==> src/rtl/prime_ticker_pkg.sv <==
// Shared types and elaboration-time helpers for prime_ticker.
// No logic; constant functions size the timers and the LED page count.
// No flow control.
package prime_ticker_pkg;

    typedef enum logic [1:0] {
        ST_WAIT  = 2'd0,
        ST_ISSUE = 2'd1,
        ST_GUARD = 2'd2,
        ST_HALT  = 2'd3
    } state_t;

    // Divide first so large board clocks stay inside 32 bits.
    function automatic int ms_to_cycles(input int hz, input int ms);
        return (hz / 1000) * ms;
    endfunction

    function automatic int ceil_div(input int a, input int b);
        return (a + b - 1) / b;
    endfunction

endpackage

==> src/rtl/prime_ticker_interval_timer.sv <==
// Free-running divider: tick is high for one cycle when the count reaches DIV-1, then wraps.
// Latency: tick decoded from the count register, no extra delay.
// No backpressure; runs every cycle except under reset.
module interval_timer
    import prime_ticker_pkg::*;
#(
    parameter int DIV = 2
) (
    input  logic clk,
    input  logic rst,
    output logic tick
);

    localparam int CW = (DIV > 1) ? $clog2(DIV) : 1;

    logic [CW-1:0] cnt_q;
    logic [CW-1:0] cnt_d;

    assign tick = (cnt_q == CW'(DIV - 1));

    always_comb begin
        cnt_d = tick ? '0 : cnt_q + CW'(1);
    end

    always_ff @(posedge clk) begin
        if (rst) begin
            cnt_q <= '0;
        end else begin
            cnt_q <= cnt_d;
        end
    end

endmodule

==> src/rtl/prime_ticker.sv <==
// Paces primogen requests, latches each prime and pages it onto the LEDs; PRIME_TICKER_BLINK_EN blinks LEDs when halted.
// Latency: pg_go one cycle after request condition; leds one cycle after page changes.
// Backpressure: waits on pg_ready and pause; surplus request ticks collapse into one pending flag.
module prime_ticker
    import prime_ticker_pkg::*;
#(
    parameter int WIDTH     = 16,
    parameter int NLEDS     = 5,
    parameter int CNT_W     = 16,
    parameter int CLK_HZ    = 12000000,
    parameter int PERIOD_MS = 5000,
    parameter int PAGE_MS   = 1000
) (
    input  logic             clk,
    input  logic             rst,
    output logic             pg_go,
    input  logic             pg_ready,
    input  logic             pg_error,
    input  logic [WIDTH-1:0] pg_res,
    input  logic             pause,
    output logic [NLEDS-1:0] leds,
    output logic [WIDTH-1:0] prime,
    output logic [CNT_W-1:0] count,
    output logic             halted
);

    localparam int REQ_DIV = ms_to_cycles(CLK_HZ, PERIOD_MS);
    localparam int PAGE_DIV = ms_to_cycles(CLK_HZ, PAGE_MS);
    localparam int NPAGES = ceil_div(WIDTH, NLEDS);
    localparam int PAD_W = NPAGES * NLEDS;
    localparam int PAGE_W = (NPAGES > 1) ? $clog2(NPAGES) : 1;

    logic req_tick;
    logic page_tick;

    interval_timer #(.DIV(REQ_DIV)) u_req_timer (
        .clk  (clk),
        .rst  (rst),
        .tick (req_tick)
    );

    interval_timer #(.DIV(PAGE_DIV)) u_page_timer (
        .clk  (clk),
        .rst  (rst),
        .tick (page_tick)
    );

    state_t             state_q, state_d;
    logic               pg_go_q, pg_go_d;
    logic [WIDTH-1:0]   prime_q, prime_d;
    logic [CNT_W-1:0]   count_q, count_d;
    logic               halted_q, halted_d;
    logic               pending_q, pending_d;
    logic [PAGE_W-1:0]  page_q, page_d;
    logic [NLEDS-1:0]   leds_q, leds_d;
    logic               issue;
    logic [PAD_W-1:0]   padded;
    logic [NLEDS-1:0]   page_leds;

    // Bits past WIDTH on the last page read as zero.
    always_comb begin
        padded = '0;
        padded[WIDTH-1:0] = prime_q;
        page_leds = '0;
        for (int p = 0; p < NPAGES; p++) begin
            if (page_q == PAGE_W'(p)) begin
                page_leds = padded[p*NLEDS +: NLEDS];
            end
        end
    end

    always_comb begin
        state_d  = state_q;
        pg_go_d  = 1'b0;
        prime_d  = prime_q;
        count_d  = count_q;
        halted_d = halted_q;
        issue    = 1'b0;

        case (state_q)
            ST_WAIT: begin
                if (pg_error) begin
                    state_d  = ST_HALT;
                    halted_d = 1'b1;
                end else if ((pending_q || req_tick) && pg_ready && !pause) begin
                    issue   = 1'b1;
                    state_d = ST_ISSUE;
                    pg_go_d = 1'b1;
                    prime_d = pg_res;
                    count_d = (count_q == '1) ? count_q : count_q + CNT_W'(1);
                end
            end
            // primogen samples go during ISSUE; give it one cycle before trusting ready again.
            ST_ISSUE: state_d = ST_GUARD;
            ST_GUARD: state_d = ST_WAIT;
            ST_HALT: halted_d = 1'b1;
            default: state_d = ST_WAIT;
        endcase

        if (issue) begin
            pending_d = 1'b0;
        end else if (req_tick) begin
            pending_d = 1'b1;
        end else begin
            pending_d = pending_q;
        end

        if (issue) begin
            page_d = '0;
        end else if (page_tick) begin
            page_d = (page_q == PAGE_W'(NPAGES - 1)) ? '0 : page_q + PAGE_W'(1);
        end else begin
            page_d = page_q;
        end

`ifdef PRIME_TICKER_BLINK_EN
        if (state_q == ST_HALT) begin
            leds_d = leds_q;
            if (page_tick) begin
                leds_d = (leds_q == '1) ? '0 : '1;
            end
        end else begin
            leds_d = page_leds;
        end
`else
        leds_d = page_leds;
`endif
    end

    always_ff @(posedge clk) begin
        if (rst) begin
            state_q   <= ST_WAIT;
            pg_go_q   <= 1'b0;
            prime_q   <= '0;
            count_q   <= '0;
            halted_q  <= 1'b0;
            pending_q <= 1'b0;
            page_q    <= '0;
            leds_q    <= '0;
        end else begin
            state_q   <= state_d;
            pg_go_q   <= pg_go_d;
            prime_q   <= prime_d;
            count_q   <= count_d;
            halted_q  <= halted_d;
            pending_q <= pending_d;
            page_q    <= page_d;
            leds_q    <= leds_d;
        end
    end

    assign pg_go  = pg_go_q;
    assign prime  = prime_q;
    assign count  = count_q;
    assign halted = halted_q;
    assign leds   = leds_q;

endmodule

==> config.mk <==
export PLATFORM = sky130hd
export DESIGN_NAME = prime_ticker
export DESIGN_NICKNAME = d
export VERILOG_FILES = /design/src/rtl/prime_ticker_pkg.sv /design/src/rtl/prime_ticker_interval_timer.sv /design/src/rtl/prime_ticker.sv
export SDC_FILE = /design/constraint.sdc
export NUM_CORES = 1
export LEC_CHECK = 0
export ABC_AREA = 1
export CAP_MARGIN = 20
export CORE_UTILIZATION = 30
export CTS_BUF_LIST = sky130_fd_sc_hd__clkbuf_16
export CTS_CLUSTER_SIZE = 20
export DETAILED_ROUTE_END_ITERATION = 8
export GPL_TIMING_DRIVEN = 0
export HOLD_SLACK_MARGIN = 0.02
export SETUP_SLACK_MARGIN = 0.15
export SYNTH_ARGS = -nofsm -noshare
export SYNTH_HDL_FRONTEND = slang
export SYNTH_HIERARCHICAL = 1
export SYNTH_SLANG_ARGS = --single-unit
==> constraint.sdc <==
create_clock -name clk -period 4.9 [get_ports clk]
set_clock_uncertainty 0.15 [all_clocks]
set_input_delay 1.225 -clock clk [delete_from_list [all_inputs] [get_ports clk]]
set_output_delay 1.225 -clock clk [all_outputs]
set_load 0.01 [all_outputs]
==> results by group <==
Die
  – Rows: 46
  – Die area: 17000 um2
  – Die Ht: 130 um
  – Die width: 130 um
  – I/O pin count: 60
  – Starting Density: 31.0%
  – Core area: 16000 um2

Run
  – Max-cap violations: 0

CTS
  – CTS buffer count: 9
  – TritonCTS clock tree: yes
  – CTS sink count: 94
  – H-tree depth: 3
  – Clock Path Buffers: 2
  – Clock slew at reported path FFs: 0.07 ns
  – Clock Latency Late Sink: 0.35 ns
  – CTS resizes: 0
  – Post-CTS Setup Inserts: 0
  – Clock root buffer: clkbuf_16
  – Hold Buf Count CTS: 0

Placement
  – GP Congestion: 0.838
  – Input/output buffers: 59
  – Detailed placer's ending HPWL: 8.54 mm

Detailed routing
  – Per-cell routed wire length: 11.0 um
  – Total wire length after detailed routing: 11.2 mm
  – Antenna Nets Post-Route: 0
  – Routed vias/inst: 4.33
  – Remaining DRCs: 0
  – DR pass1 iterations: 4
  – Drt first-iter violations: 140
  – Vias after detailed routing: 4378

Yosys
  – Synth warnings: 6
  – Synth unique cells: 33
  – Top cells by area, synth: dfxtp_1 (38%), nand2_1 (16%), nor2_1 (10%), inv_1 (5.1%), nand3_1 (4.3%)
  – EDFF count, synth: 0
  – Post-synthesis register bit count: 94
  – Cell with the most instances after synthesis: nand2_1
  – Post-Syn Instances: 720
  – Syn Area/Cell: 6.88 um2
  – Ys async rst share: 0%
  – Leading area contributor after synthesis: dfxtp_1
  – Total nets after synthesis: 751
  – Top-area cell type share of the netlist area: 38.0%
  – Synth Flop Type: dfxtp_1
  – Synth top cells by count: nand2_1 (210), nor2_1 (132), dfxtp_1 (94)
  – Post-synthesis sequential area ratio: 38.0%
  – Post-Syn Area: 4950 um2

Power and ir drop
  – Cell Pwr Density: 270 nW/um2
  – Switching power: 408 uW
  – Reg power frac: 47.9%
  – Static Leak: 2.25 nW
  – Pint: 1.24 mW
  – Clk pwr share: 43.4%
  – Design Power: 1.65 mW
  – Switching part of the total power: 24.7%
  – Peak VDD IR: 0.000190 V
  – Logic pwr share: 8.7%

GRT
  – Total Routing Usage GR: 14.1%
  – Vias in the first global route: 3942
  – Grt total ovfl: 0
  – Initial antenna violation count: 0
  – First-pass GRT wire length: 18.7 mm
  – Largest net degree at the start of global routing: 18

Critical path
  – Crit path kind: reg -> reg
  – Critical path, cell by cell: ha_1, nand3_2, inv_2, nand2_4, inv_1, nand2_1, nor4_1, inv_1, nand2_1, nand3_1, nor2_4, nand2_1, inv_2, buf_6, nand2_1, nand2_1
  – CP Launch Type: register
  – WP data arrival: 2.94 ns
  – CP most frequent cell: nand2_1
  – Critical Path Start: u_req_timer/cnt_q[0]
  – CP Data Required Time: 5.05 ns
  – Buf/Inv on CP: 5
  – Slowest stage delay, CP: 0.44 ns
  – Critical path peak fanout: 10
  – Family with the most delay on the worst path: simple AND/OR/NAND/NOR gates
  – CP max stage cell: dfxtp_1
  – Reg2reg start: u_req_timer/cnt_q[0]
  – CP Capture Type: register

Timing
  – Relative slew slack: 55.1%
  – RSZ-0062 raised after global routing: no
  – Total negative slack: 0 ns
  – Fin crit period: 2.79 ns
  – Max Clk Rate: 359 MHz
  – Final hold violation count: 0
  – Slew @ Worst Pin: 0.673 ns
  – Tcrit/Tclk final: 56.9%
  – Setup Viol. Count Final: 0
  – Fin. max-slew vios: 0

Cells and area
  – Area grow syn2layout: 23.5%
  – NumNets Final: 821
  – Share of post-route cells with drive strength above 1: 9.43%
  – Antenna cells: 0

Min path
  – Hold crit path type: reg -> reg
  – Hold path start: u_page_timer/cnt_q[0]

Outcome
  – Status: finished, final reports clean
flip-flops by register name, summed over array words and instances, names as in the netlist:
| name | flops |
|---|---|
| page_q | 2 |
| prime | 16 |
| pending_q | 1 |
| u_page_timer/cnt_q | 24 |
| halted | 1 |
| leds | 5 |
| pg_go | 1 |
| u_req_timer/cnt_q | 26 |
| count | 16 |
| state_q | 2 |
routing by layer:
| layer | track usage, % | vias to the layer above | wire length (um) |
|---|---|---|---|
| li1 | - | 2387 | - |
| met1 | 18.8 | 1905 | 5700 |
| met2 | 22.0 | 73 | 4830 |
| met3 | 2.73 | 13 | 438 |
| met4 | 6.09 | 0 | 194 |
| met5 | 0 | - | 0 |
path summary, 6_finish.rpt:
check	endpoint	slack (ns)	cells past startpoint
worst max-delay path	prime[15]	2.11	16
worst min-delay path	u_page_timer/cnt_q[0]	0.30	1
worst max register to register	prime[15]	2.11	16
worst min register to register	u_page_timer/cnt_q[0]	0.30	1
per-stage QoR:
| stage | hold WS, ns | setup WS [ns] | utilization, % | area (um2) | std cells |
|---|---|---|---|---|---|
| floorplan | 0.268 | 2.61 | - | 4950 | 720 |
| global placement | 0.277 | 1.98 | 36.3 | 5810 | 995 |
| detailed placement | 0.288 | 1.96 | 36.3 | 5810 | 995 |
| CTS | 0.303 | 2.09 | 38.2 | 6120 | 1011 |
| global route | 0.325 | 1.75 | 38.2 | 6120 | 1011 |
| finish | 0.299 | 2.11 | 38.2 | 6120 | 1011 |
kinds of logic after synthesis:
kind of cell / Yosys count / share of synthesized area, %
AND/OR/NAND/NOR: 436 / 38.7
flip-flops: 94 / 38.0
buffers and inverters: 89 / 8.19
AO/OA/AOI/OAI: 58 / 6.75
XOR/XNOR: 32 / 5.66
adder cells (fa/ha/maj): 10 / 2.53
multiplexers: 1 / 0.202
worst register-to-register path: stages, from the launching register on:
cell	delay [ns]
dfxtp_1	0.44
ha_1	0.32
nand3_2	0.15
inv_2	0.12
nand2_4	0.08
inv_1	0.12
nand2_1	0.06
nor4_1	0.19
inv_1	0.09
nand2_1	0.12
nand3_1	0.15
nor2_4	0.21
nand2_1	0.09
inv_2	0.16
buf_6	0.17
nand2_1	0.06
nand2_1	0.05
final cells by class:
class | instances | area [um2]
fill | 1746 | 9880
multi-input combinational | 537 | 2670
sequential | 94 | 1880
timing repair buffer | 59 | 591
inverter | 78 | 303
tap | 216 | 270
clock buffer | 9 | 225
buffer | 11 | 103
clock inverter | 7 | 78.8
layout by cell type (no fill, tap or decap), types with 3 or more instances in the layout:
cell type	instances
a21oi_1	22
dfxtp_1	94
nor2_4	9
xnor2_1	15
clkinv_4	4
nor2_2	8
inv_6	3
buf_6	6
a21oi_2	10
clkdlybuf4s50_1	59
inv_2	8
ha_1	10
nand2_4	5
nand2_2	5
inv_1	67
nand2_1	210
xor2_1	17
nand3_1	43
nand4_1	13
nor2_1	132
clkbuf_1	4
o21ai_0	23
clkbuf_16	9
nand3b_1	3
power groups by stage:
stage,clock (mW),combinational [mW],sequential (mW)
after global placement,0,0.143,0.809
after floorplan,0,0.101,0.808
after detailed placement,0,0.144,0.809
final,0.718,0.143,0.792
after global routing,0.772,0.164,0.794
after CTS,0.737,0.145,0.792
Power figures use the tool's default switching activity.
